<file path="config.mk">
export PLATFORM = sky130hd
export DESIGN_NAME = word_picker
export DESIGN_NICKNAME = d
export VERILOG_FILES = /design/src/rtl/word_pkg.sv /design/src/rtl/word_picker_lfsr16.sv /design/src/rtl/word_picker.sv
export SDC_FILE = /design/constraint.sdc
export NUM_CORES = 1
export LEC_CHECK = 0
export ABC_AREA = 1
export BUFFER_PORTS_ARGS = -buffer_cell sky130_fd_sc_hd__buf_2
export CAP_MARGIN = 0
export CORE_UTILIZATION = 30
export CTS_CLUSTER_DIAMETER = 120
export DETAILED_ROUTE_END_ITERATION = 16
export PLACE_DENSITY = 0.55
export SETUP_SLACK_MARGIN = 0.4
export SYNTH_ARGS = -nofsm -noshare
export SYNTH_HDL_FRONTEND = slang
export SYNTH_SLANG_ARGS = --single-unit
</file>
<file path="constraint.sdc">
create_clock -name clk -period 5.2 [get_ports clk]
set_clock_uncertainty 0.2 [all_clocks]
set_input_delay 0.52 -clock clk [delete_from_list [all_inputs] [get_ports clk]]
set_output_delay 0.52 -clock clk [all_outputs]
set_load 0.005 [all_outputs]
</file>
<file path="src/rtl/word_pkg.sv">
// Shared definitions for the word picker: letter codes, FSM states,
// LFSR constants and the per-difficulty word tables.
package word_pkg;

    // Letter codes: A=1 .. Z=26, 0 is never a valid letter.
    typedef enum logic [4:0] {
        L_NONE = 5'd0,
        L_A = 5'd1, L_B, L_C, L_D, L_E, L_F, L_G, L_H, L_I, L_J, L_K, L_L, L_M,
        L_N, L_O, L_P, L_Q, L_R, L_S, L_T, L_U, L_V, L_W, L_X, L_Y, L_Z
    } letter_e;

    // Picker control states.
    typedef enum logic [1:0] {
        ST_IDLE,
        ST_DRAW,
        ST_CHECK,
        ST_LOAD
    } state_t;

    // x^16 + x^14 + x^13 + x^11 + 1 in a left-shifting Fibonacci register:
    // feedback taps on bits 15, 13, 12 and 10.
    localparam logic [15:0] LFSR_SEED = 16'hACE1;
    localparam logic [15:0] LFSR_TAPS = 16'hB400;

    // Dimensions of the stored word tables.
    localparam int TBL_BANKS = 3;
    localparam int TBL_WORDS = 8;
    localparam int TBL_LEN   = 5;

    // Word tables indexed [bank][word][letter]; letter 0 is the first letter.
    localparam letter_e WORD_TABLE [TBL_BANKS][TBL_WORDS][TBL_LEN] = '{
        // bank 0: easy
        '{ '{L_A, L_P, L_P, L_L, L_E}, '{L_B, L_R, L_E, L_A, L_D},
           '{L_C, L_H, L_A, L_I, L_R}, '{L_D, L_A, L_N, L_C, L_E},
           '{L_E, L_A, L_G, L_L, L_E}, '{L_F, L_L, L_A, L_M, L_E},
           '{L_G, L_R, L_A, L_P, L_E}, '{L_H, L_O, L_U, L_S, L_E} },
        // bank 1: medium
        '{ '{L_M, L_A, L_P, L_L, L_E}, '{L_Q, L_U, L_A, L_R, L_T},
           '{L_T, L_A, L_B, L_L, L_E}, '{L_B, L_A, L_N, L_J, L_O},
           '{L_C, L_L, L_O, L_A, L_K}, '{L_D, L_W, L_A, L_R, L_F},
           '{L_E, L_P, L_O, L_X, L_Y}, '{L_F, L_J, L_O, L_R, L_D} },
        // bank 2: hard
        '{ '{L_J, L_A, L_Z, L_Z, L_Y}, '{L_F, L_U, L_Z, L_Z, L_Y},
           '{L_Q, L_U, L_I, L_R, L_K}, '{L_G, L_L, L_Y, L_P, L_H},
           '{L_N, L_Y, L_M, L_P, L_H}, '{L_C, L_R, L_Y, L_P, L_T},
           '{L_P, L_I, L_X, L_E, L_L}, '{L_K, L_A, L_Y, L_A, L_K} }
    };

    // Table lookup with a safe fallback ('A') outside the stored tables,
    // so larger parameterisations still elaborate to defined letters.
    function automatic logic [4:0] letter_at(int bank, int word, int pos);
        if (bank >= 0 && bank < TBL_BANKS && word >= 0 && word < TBL_WORDS &&
            pos >= 0 && pos < TBL_LEN)
            return WORD_TABLE[bank[1:0]][word[2:0]][pos[2:0]];
        return L_A;
    endfunction

endpackage

</file>
<file path="src/rtl/word_picker_lfsr16.sv">
// Free-running 16-bit maximal-length LFSR; the all-zero state is never
// reachable from the non-zero seed.
module lfsr16
    import word_pkg::*;
(
    input  logic        clk,
    input  logic        rst_n,
    output logic [15:0] value
);

    // Shift left every cycle, feeding back the XOR of the tap bits.
    // NOTE: sequential state uses non-blocking assignments so every flop
    // samples pre-edge values regardless of statement order.
    always_ff @(posedge clk or negedge rst_n) begin
        if (!rst_n)
            value <= LFSR_SEED;
        else
            value <= {value[14:0], ^(value & LFSR_TAPS)};
    end

endmodule

</file>
<file path="src/rtl/word_picker.sv">
// Random word picker: draws an index from the LFSR, rejects indices recently
// used in the selected difficulty bank (bounded retries), then loads the word.
module word_picker
    import word_pkg::*;
#(
    parameter int WORD_LEN   = 5,
    parameter int LETTER_W   = 5,
    parameter int NUM_WORDS  = 8,
    parameter int NUM_BANKS  = 3,
    parameter int HIST_DEPTH = 4,
    parameter int MAX_RETRY  = 7
) (
    input  logic                         clk,
    input  logic                         rst_n,
    input  logic                         new_game,
    input  logic [1:0]                   difficulty,
    input  logic                         hist_clr,
    output logic [WORD_LEN*LETTER_W-1:0] encoded_word,
    output logic [$clog2(NUM_WORDS)-1:0] word_id,
    output logic                         word_valid,
    output logic                         busy
);

    localparam int IDX_W   = $clog2(NUM_WORDS);
    localparam int RETRY_W = (MAX_RETRY < 1) ? 1 : $clog2(MAX_RETRY + 1);

    typedef logic [WORD_LEN*LETTER_W-1:0] word_t;

    // "AAA..." : every letter position holds code 1.
    localparam word_t RESET_WORD = {WORD_LEN{LETTER_W'(1)}};

    state_t              state;
    logic [1:0]          bank_q;
    logic [IDX_W-1:0]    cand_q;
    logic [RETRY_W-1:0]  retry_q;
    logic [15:0]         lfsr_value;
    logic [1:0]          bank_sel;
    logic                hist_hit;
    logic                push;

    // Per-bank recent-pick FIFO: entry 0 is the newest.
    logic [HIST_DEPTH-1:0] hist_vld [NUM_BANKS];
    logic [IDX_W-1:0]      hist_idx [NUM_BANKS][HIST_DEPTH];

    lfsr16 u_lfsr (
        .clk   (clk),
        .rst_n (rst_n),
        .value (lfsr_value)
    );

    // Only the low index bits of the LFSR take part in a draw.
    logic unused_lfsr;
    assign unused_lfsr = ^lfsr_value[15:IDX_W];

    // Combinational ROM, built from the package tables at elaboration.
    function automatic word_t rom_word(int bank, int idx);
        word_t w;
        w = '0;
        for (int k = 0; k < WORD_LEN; k++)
            w[(WORD_LEN-1-k)*LETTER_W +: LETTER_W] = LETTER_W'(letter_at(bank, idx, k));
        return w;
    endfunction

    word_t rom [NUM_BANKS][NUM_WORDS];

    for (genvar b = 0; b < NUM_BANKS; b++) begin : g_rom_bank
        for (genvar w = 0; w < NUM_WORDS; w++) begin : g_rom_word
            assign rom[b][w] = rom_word(b, w);
        end
    end

    // Out-of-range difficulty selects the hardest bank.
    always_comb begin
        bank_sel = (int'(difficulty) >= NUM_BANKS) ? 2'(NUM_BANKS - 1) : difficulty;
    end

    // Candidate hits a valid history entry of the latched bank; a concurrent
    // clear empties the history, so it also suppresses the hit.
    // NOTE: hist_hit gets a default before the loop so no path leaves it
    // unassigned, which would otherwise infer a latch.
    always_comb begin
        hist_hit = 1'b0;
        for (int d = 0; d < HIST_DEPTH; d++)
            if (hist_vld[bank_q][d] && (hist_idx[bank_q][d] == cand_q))
                hist_hit = 1'b1;
        if (hist_clr)
            hist_hit = 1'b0;
    end

    assign push = (state == ST_LOAD) && !hist_clr;

    // History valid bits: reset/clear invalidate everything; a push shifts
    // the latched bank's FIFO, dropping the oldest entry.
    always_ff @(posedge clk or negedge rst_n) begin
        if (!rst_n) begin
            for (int b = 0; b < NUM_BANKS; b++)
                hist_vld[b] <= '0;
        end else if (hist_clr) begin
            for (int b = 0; b < NUM_BANKS; b++)
                hist_vld[b] <= '0;
        end else if (push) begin
            for (int d = HIST_DEPTH - 1; d > 0; d--)
                hist_vld[bank_q][d] <= hist_vld[bank_q][d-1];
            hist_vld[bank_q][0] <= 1'b1;
        end
    end

    // History indices shift alongside their valid bits.
    // NOTE: this storage has no reset; an entry is only ever read when its
    // valid bit is set, so the reset-qualified valid bits are sufficient.
    always_ff @(posedge clk) begin
        if (push) begin
            for (int d = HIST_DEPTH - 1; d > 0; d--)
                hist_idx[bank_q][d] <= hist_idx[bank_q][d-1];
            hist_idx[bank_q][0] <= cand_q;
        end
    end

    // Pick sequencer with registered outputs.
    always_ff @(posedge clk or negedge rst_n) begin
        if (!rst_n) begin
            state        <= ST_IDLE;
            bank_q       <= '0;
            cand_q       <= '0;
            retry_q      <= '0;
            encoded_word <= RESET_WORD;
            word_id      <= '0;
            word_valid   <= 1'b0;
            busy         <= 1'b0;
        end else begin
            case (state)
                ST_IDLE: begin
                    if (new_game) begin
                        bank_q     <= bank_sel;
                        retry_q    <= '0;
                        busy       <= 1'b1;
                        word_valid <= 1'b0;
                        state      <= ST_DRAW;
                    end
                end
                ST_DRAW: begin
                    cand_q <= lfsr_value[IDX_W-1:0];
                    state  <= ST_CHECK;
                end
                ST_CHECK: begin
                    if (hist_hit && (retry_q < RETRY_W'(MAX_RETRY))) begin
                        retry_q <= retry_q + RETRY_W'(1);
                        state   <= ST_DRAW;
                    end else begin
                        state <= ST_LOAD;
                    end
                end
                ST_LOAD: begin
                    encoded_word <= rom[bank_q][cand_q];
                    word_id      <= cand_q;
                    word_valid   <= 1'b1;
                    busy         <= 1'b0;
                    state        <= ST_IDLE;
                end
                default: state <= ST_IDLE;
            endcase
        end
    end

endmodule

</file>
==> impl_metrics.toml, run 1 <==
[drt]
routed-wl-met3_um = 743
routed-wl-met2_um = 5781
met1Wirelength_um = 5690
totalWireLength_um = 12500
avgViaCountPerCell = 4.956
via_count = 4014
dr.first_iter.drc_count = 281
ant_nets = 0
top_layer = "met4"
drc = 0
wl_per_cell_um = 15.43
first_pass_iters = 5

[worst_setup_path]
slowest_delay_ps = 950
cp-start-kind = "register"
reg2reg_from = "bank_q[1]"
path_cells = "inv_2 -> ha_1 -> nand2_1 -> nor2_1 -> inv_1 -> o22ai_1"
cp-end-kind = "register"
cp_slowest_cell = "nor2_1"
cp.arrival_ps = 3300
worstSetupPathType = "register to register"
critPathLaunch = "bank_q[1]"
cp_max_fo = 40
critPathRequiredTime_ps = 5270

[power_and_ir_drop]
p_leak_nw = 2.546
sw_frac_of_total_pct = 39.14
p_total_mw = 2.754
p_seq_share_pct = 41.0
p_int_mw = 1.676
p_comb_share_pct = 34.4
p_switching_mw = 1.078
ir_drop_mv = 0.2043
p_clk_share_pct = 24.6
power.density_mw_per_mm2 = 494.6

[floorplan]
core_sq_mm = 0.01594
rows = 46
die_y_um = 130.3
initial_core_util_pct = 30.95
io_pins = 36
fp.dieW_um = 130.3
dieArea_sq_mm = 0.01697

[sta]
final.min_clock_period_ps = 3235
final.period_utilization_pct = 62.22
setup_slack_ps = 1965
max-slew-margin-rel_pct = 17.63
fin_hold_ws_ps = 144.6
setup_viol = 0
final-hold-violation-count = 0
rsz0062_at_grt = "no"
tightestPinTransition_ps = 1231
tns_ps = 0
fmax_mhz = 309.1
slew_viol_final = 0

[layout]
syn_to_final_growth_pct = 12.85
antenna_cells = 0
layout.nets = 600
final_util_pct = 34.93
layout-drive-gt1-share_pct = 12.29
fill_cells = 1633

[cts]
path_clk_slew_ps = 80
root_buffer = "clkbuf_16"
insertion_delay_ps = 350
hold_buffers = 0
cts_resized = 0
clock_path_buffers = 2
cts.sinks = 104
cts_buffers = 9
tritoncts = "built"
postCtsSetupBuffers = 0
cts_max_level = 3

[logic_synthesis]
syn_nets = 575
ys_ff_latch = 104
syn_area_per_cell_sq_um = 8.750
ys_warn_count = 0
synthTopCellsByCount = "nand2_1, nand3_1, dfrtp_1, inv_1, nor2_1"
async_reset_ff_share_pct = 65.38
syn_inst = 564
synth.cell_area_sq_mm = 0.004935
post-synth-top-count-cell = "nand2_1"
yosysSeqAreaShare_pct = 56.72
ys_top_cells_by_area = "dfrtp_1, edfxtp_1, nand2_1"
yosysTopAreaCell = "dfrtp_1"
synth_top_cell_area_share_pct = 27.89
ys_types = 37
ys.flop_type = "dfrtp_1"
synth_edf_count = 36

[worst_hold_path]
hold_path_class = "input pin to async pin"

[grt]
grt_antenna_before_repair = 0
grt_use_total_pct = 15.71
overflow = 0
grt_pass1_wl_um = 20120
grt_max_degree = 69
first_global_vias = 3936

[placement]
place_congestion = 0.9276
portBuffers = 35
pre_cts_slack_ps = 1917
hpwlAfterDp_um = 8674

[run]
maxCapViolations = 0

[run_status]
status = "finished, final reports clean"
==> flip-flops by register name (all words and copies together), names as in the netlist <==
signal        cells
state             2
u_lfsr.value     16
busy              1
hist_idx         36
word_valid        1
word_id           3
hist_vld         12
retry_q           3
encoded_word     25
cand_q            3
bank_q            2
==> power by group through the flow <==
stage          Sequential, mW  Combinational, mW  Clock, mW
2_1_floorplan            1.11              0.689          0
4_1_cts                  1.13              0.946      0.693
6_report                 1.13              0.947      0.678
3_3_place_gp             1.14              0.929          0
5_1_grt                  1.15               1.08      0.725
3_5_place_dp             1.15              0.942          0
==> per-layer routing <==
metal | up-vias | global-route usage, %
met5 | - | 0
met4 | 0 | 6.566
met3 | 24 | 3.157
met2 | 130 | 24.56
met1 | 1951 | 21.21
li1 | 1909 | -
==> cell usage in the layout (no fill, tap or decap), types with 9 or more instances in the layout <==
| master | count |
|---|---|
| nor2_1 | 44 |
| clkbuf_16 | 9 |
| a21oi_1 | 19 |
| nand3_1 | 59 |
| buf_2 | 35 |
| o21ai_0 | 33 |
| inv_1 | 49 |
| o22ai_1 | 9 |
| edfxtp_1 | 36 |
| or2_1 | 12 |
| dfstp_2 | 13 |
| dfrtp_1 | 55 |
| nand2_1 | 168 |
==> worst max-delay path, delay by kind of cell, from the launching register on <==
family	cells	cell delay, ps
AOI/OAI and AO/OA	1	200
adders and majority gates	1	350
DFF	1	550
and+or+nand+nor	2	1060
buffers and inverters	2	760
==> stage by stage <==
stage | instance area, sq um | cells
after global routing | 5569 | 810
after CTS | 5569 | 810
after floorplan | 4935 | 564
final | 5569 | 810
after detailed placement | 5273 | 794
after global placement | 5273 | 794
==> final cells by class <==
| type | count | area [sq um] | area share, % |
|---|---|---|---|
| flip-flops and latches | 104 | 2799 | 50.26 |
| inverters | 53 | 198.9 | 3.572 |
| clock inverters | 7 | 71.32 | 1.281 |
| well taps | 216 | 270.3 | 4.853 |
| repair buffers | 38 | 197.7 | 3.550 |
| multi-input cells | 383 | 1807 | 32.44 |
| clock buffers | 9 | 225.2 | 4.044 |
==> path summary, 6_finish.rpt <==
path	endpoint	slack, ps	cells past startpoint
setup / recovery	hist_vld[9]	1960	6
hold / removal	encoded_word[3]	140	2
setup reg to reg	hist_vld[9]	1960	6
hold reg to reg	u_lfsr.value[7]	160	0
max in group asynchronous	retry_q[2]	4110	2
min in group clk	u_lfsr.value[7]	160	0
==> cells by family after synthesis <==
group	synth area share, %
buffers and inverters	6.668
flip-flops	56.72
AO/OA/AOI/OAI	9.711
AND/OR/NAND/NOR	24.92
XOR/XNOR	0.7101
adder cells (fa/ha/maj)	1.268
Power figures use the tool's default switching activity.
==> run 2, diff against run 1 <==
Clock period 5.2 ns to 3.1 ns, I/O delays scaled along.
==> run 2 against run 1 <==
Effect of this change:
- design area grew 2.5%
- combinational power is 83% higher
- non-clock buffer count grew 15
- global-route usage rose by 0.55 points
- register-to-register slack worse by 1200 ps
- clock power up 71%
- first-iteration DRC count up 7.8%
- maximum frequency up 38%
- worst hold slack worse by 110 ps
- core utilization increased by 0.89 points
- sequential share of layout area fell by 1.2 points
- power increased by 71%
- critical endpoint is now encoded_word[20]
- highest routed layer unchanged
==> impl_metrics.toml, run 2 (same netlist as run 1, synthesis figures left out) <==
[layout]
final_common_cell = "nand2_1"
fill_cells = 1628
syn_to_final_growth_pct = 15.72
regMostFlops = "hist_idx"
largest_register_ffs = 36
fin_area_sq_mm = 0.005710
reg_top3 = "hist_idx (36), encoded_word (25), u_lfsr.value (16)"
antenna_cells = 0
layout.nets = 615
layout-drive-gt1-share_pct = 13.96
layout_common_cells = "nand2_1, nand3_1, dfrtp_1"
final_cells = 825
final_util_pct = 35.82

[cts]
tritoncts = "built"
postCtsSetupBuffers = 0
cts_buffers = 9
path_clk_slew_ps = 70
cts.sinks = 104
cts_max_level = 3
insertion_delay_ps = 360
hold_buffers = 3
clock_path_buffers = 2
root_buffer = "clkbuf_16"
cts_resized = 0

[floorplan]
core_sq_mm = 0.01594
fp.dieW_um = 130.3
io_pins = 36
die_y_um = 130.3
rows = 46
initial_core_util_pct = 30.95
dieArea_sq_mm = 0.01697

[grt]
grt_max_degree = 30
first_global_vias = 3824
overflow = 0
grt_antenna_before_repair = 0
grt_pass1_wl_um = 20450
grt_use_total_pct = 16.26

[sta]
slew_viol_final = 0
final.min_clock_period_ps = 2338
rsz0062_at_grt = "no"
final-hold-violation-count = 0
fmax_mhz = 427.7
tightestPinTransition_ps = 664.3
setup_viol = 0
final.period_utilization_pct = 75.43
max-slew-margin-rel_pct = 55.66
tns_ps = 0

[drt]
ant_nets = 0
wl_per_cell_um = 15.58
dr.first_iter.drc_count = 303
avgViaCountPerCell = 4.855
totalWireLength_um = 12850
via_count = 4005
first_pass_iters = 5
drc = 0

[power_and_ir_drop]
ir_drop_mv = 0.5214
p_leak_nw = 2.629
power.density_mw_per_mm2 = 826.6

[worst_setup_path]
reg2reg_from = "bank_q[0]"
slowest_delay_ps = 390
path_cells = "inv_2 -> ha_1 -> inv_1 -> nor2_1 -> inv_1 -> nor2_1 -> inv_1 -> nand2_1 -> a21oi_1 -> o211ai_1"
crit_buf_inv = 4
cp-start-kind = "register"
worstSetupPathType = "register to register"
cp.arrival_ps = 2410
cp_slowest_cell = "dfrtp_1"
path_common_cell = "inv_1"
cp_max_fo = 22
cp-end-kind = "register"
reg2reg_slack_ps = 760
critical_path.top_delay_family = "buffers and inverters"
worstSetupPathDepth = 10
worstSetupEndpoint = "encoded_word[20]"
critPathRequiredTime_ps = 3170
r2r-end = "encoded_word[20]"
r2r_cells = 10
critPathLaunch = "bank_q[0]"

[run]
maxCapViolations = 0

[placement]
place_congestion = 0.9072
portBuffers = 35
placed_cell_area_sq_mm = 0.005375
hpwlAfterDp_um = 8995
dp.cells = 806

[worst_hold_path]
hold_path_class = "input pin to register"

[run_status]
status = "finished, final reports clean"
## run 2: cell count changes in the layout (fill, tap and decap cells not counted)
cell | before | now
dlygate4sd3_1 | 0 | 3
clkinv_4 | 3 | 1
inv_4 | 0 | 1
inv_8 | 4 | 2
inv_6 | 0 | 2
clkbuf_16 | 9 | 10
buf_12 | 0 | 1
buf_4 | 3 | 14
## run 2: final cells by class
class                      instances  area (sq um)  share of cell area (%)
tap                              216         270.3                   4.733
timing repair buffer              53         330.3                   5.784
inverter                          53         198.9                   3.484
clock inverter                     6         55.05                  0.9641
sequential                       104          2799                   49.01
multi-input combinational        383          1807                   31.64
clock buffer                      10         250.2                   4.382
## run 2: report_power, final
group	switching, mW	total [mW]	leakage, nW	internal [mW]
logic	1.14	1.73	1.29	0.584
registers	0.120	1.84	1.19	1.72
clock network	0.545	1.16	0.153	0.613
total	1.81	4.72	2.63	2.91
## run 2: worst min-delay path: cells and delay by family
family | cells | cell delay [ps]
simple gates | 1 | 50
buf+inv | 1 | 90
compound gates | 1 | 100
## run 2: per-stage QoR
stage                     power (mW)  setup WS (ps)  hold WS (ps)
after floorplan                3.017          848.9        -185.6
after global placement         3.578          760.3         121.6
after detailed placement       3.596          745.0         122.3
after CTS                      4.772          743.9         25.09
after global routing           5.072          530.6         43.38
final                          4.721          761.8         37.34
## run 2: worst min-delay path by stage
| stage | startpoint | to | slack, ps | cells after the start |
|---|---|---|---|---|
| 3_5_place_dp | rst_n | encoded_word[23] | 120 | 1 |
| 2_1_floorplan | rst_n | bank_q[0] | -190 | 0 |
| 6_report | difficulty[1] | bank_q[1] | 40 | 3 |
| 3_3_place_gp | rst_n | encoded_word[23] | 120 | 1 |
| 5_1_grt | difficulty[1] | bank_q[0] | 40 | 4 |
| 4_1_cts | difficulty[1] | bank_q[1] | 30 | 3 |
## run 2: metal layers
layer  global-route usage, %  wire length, um  vias to the layer above
met5                       0                0                        -
met4                   5.540              179                        0
met3                   3.444              667                       16
met2                   24.19             5720                      105
met1                   23.33             6285                     1933
li1                        -                -                     1951
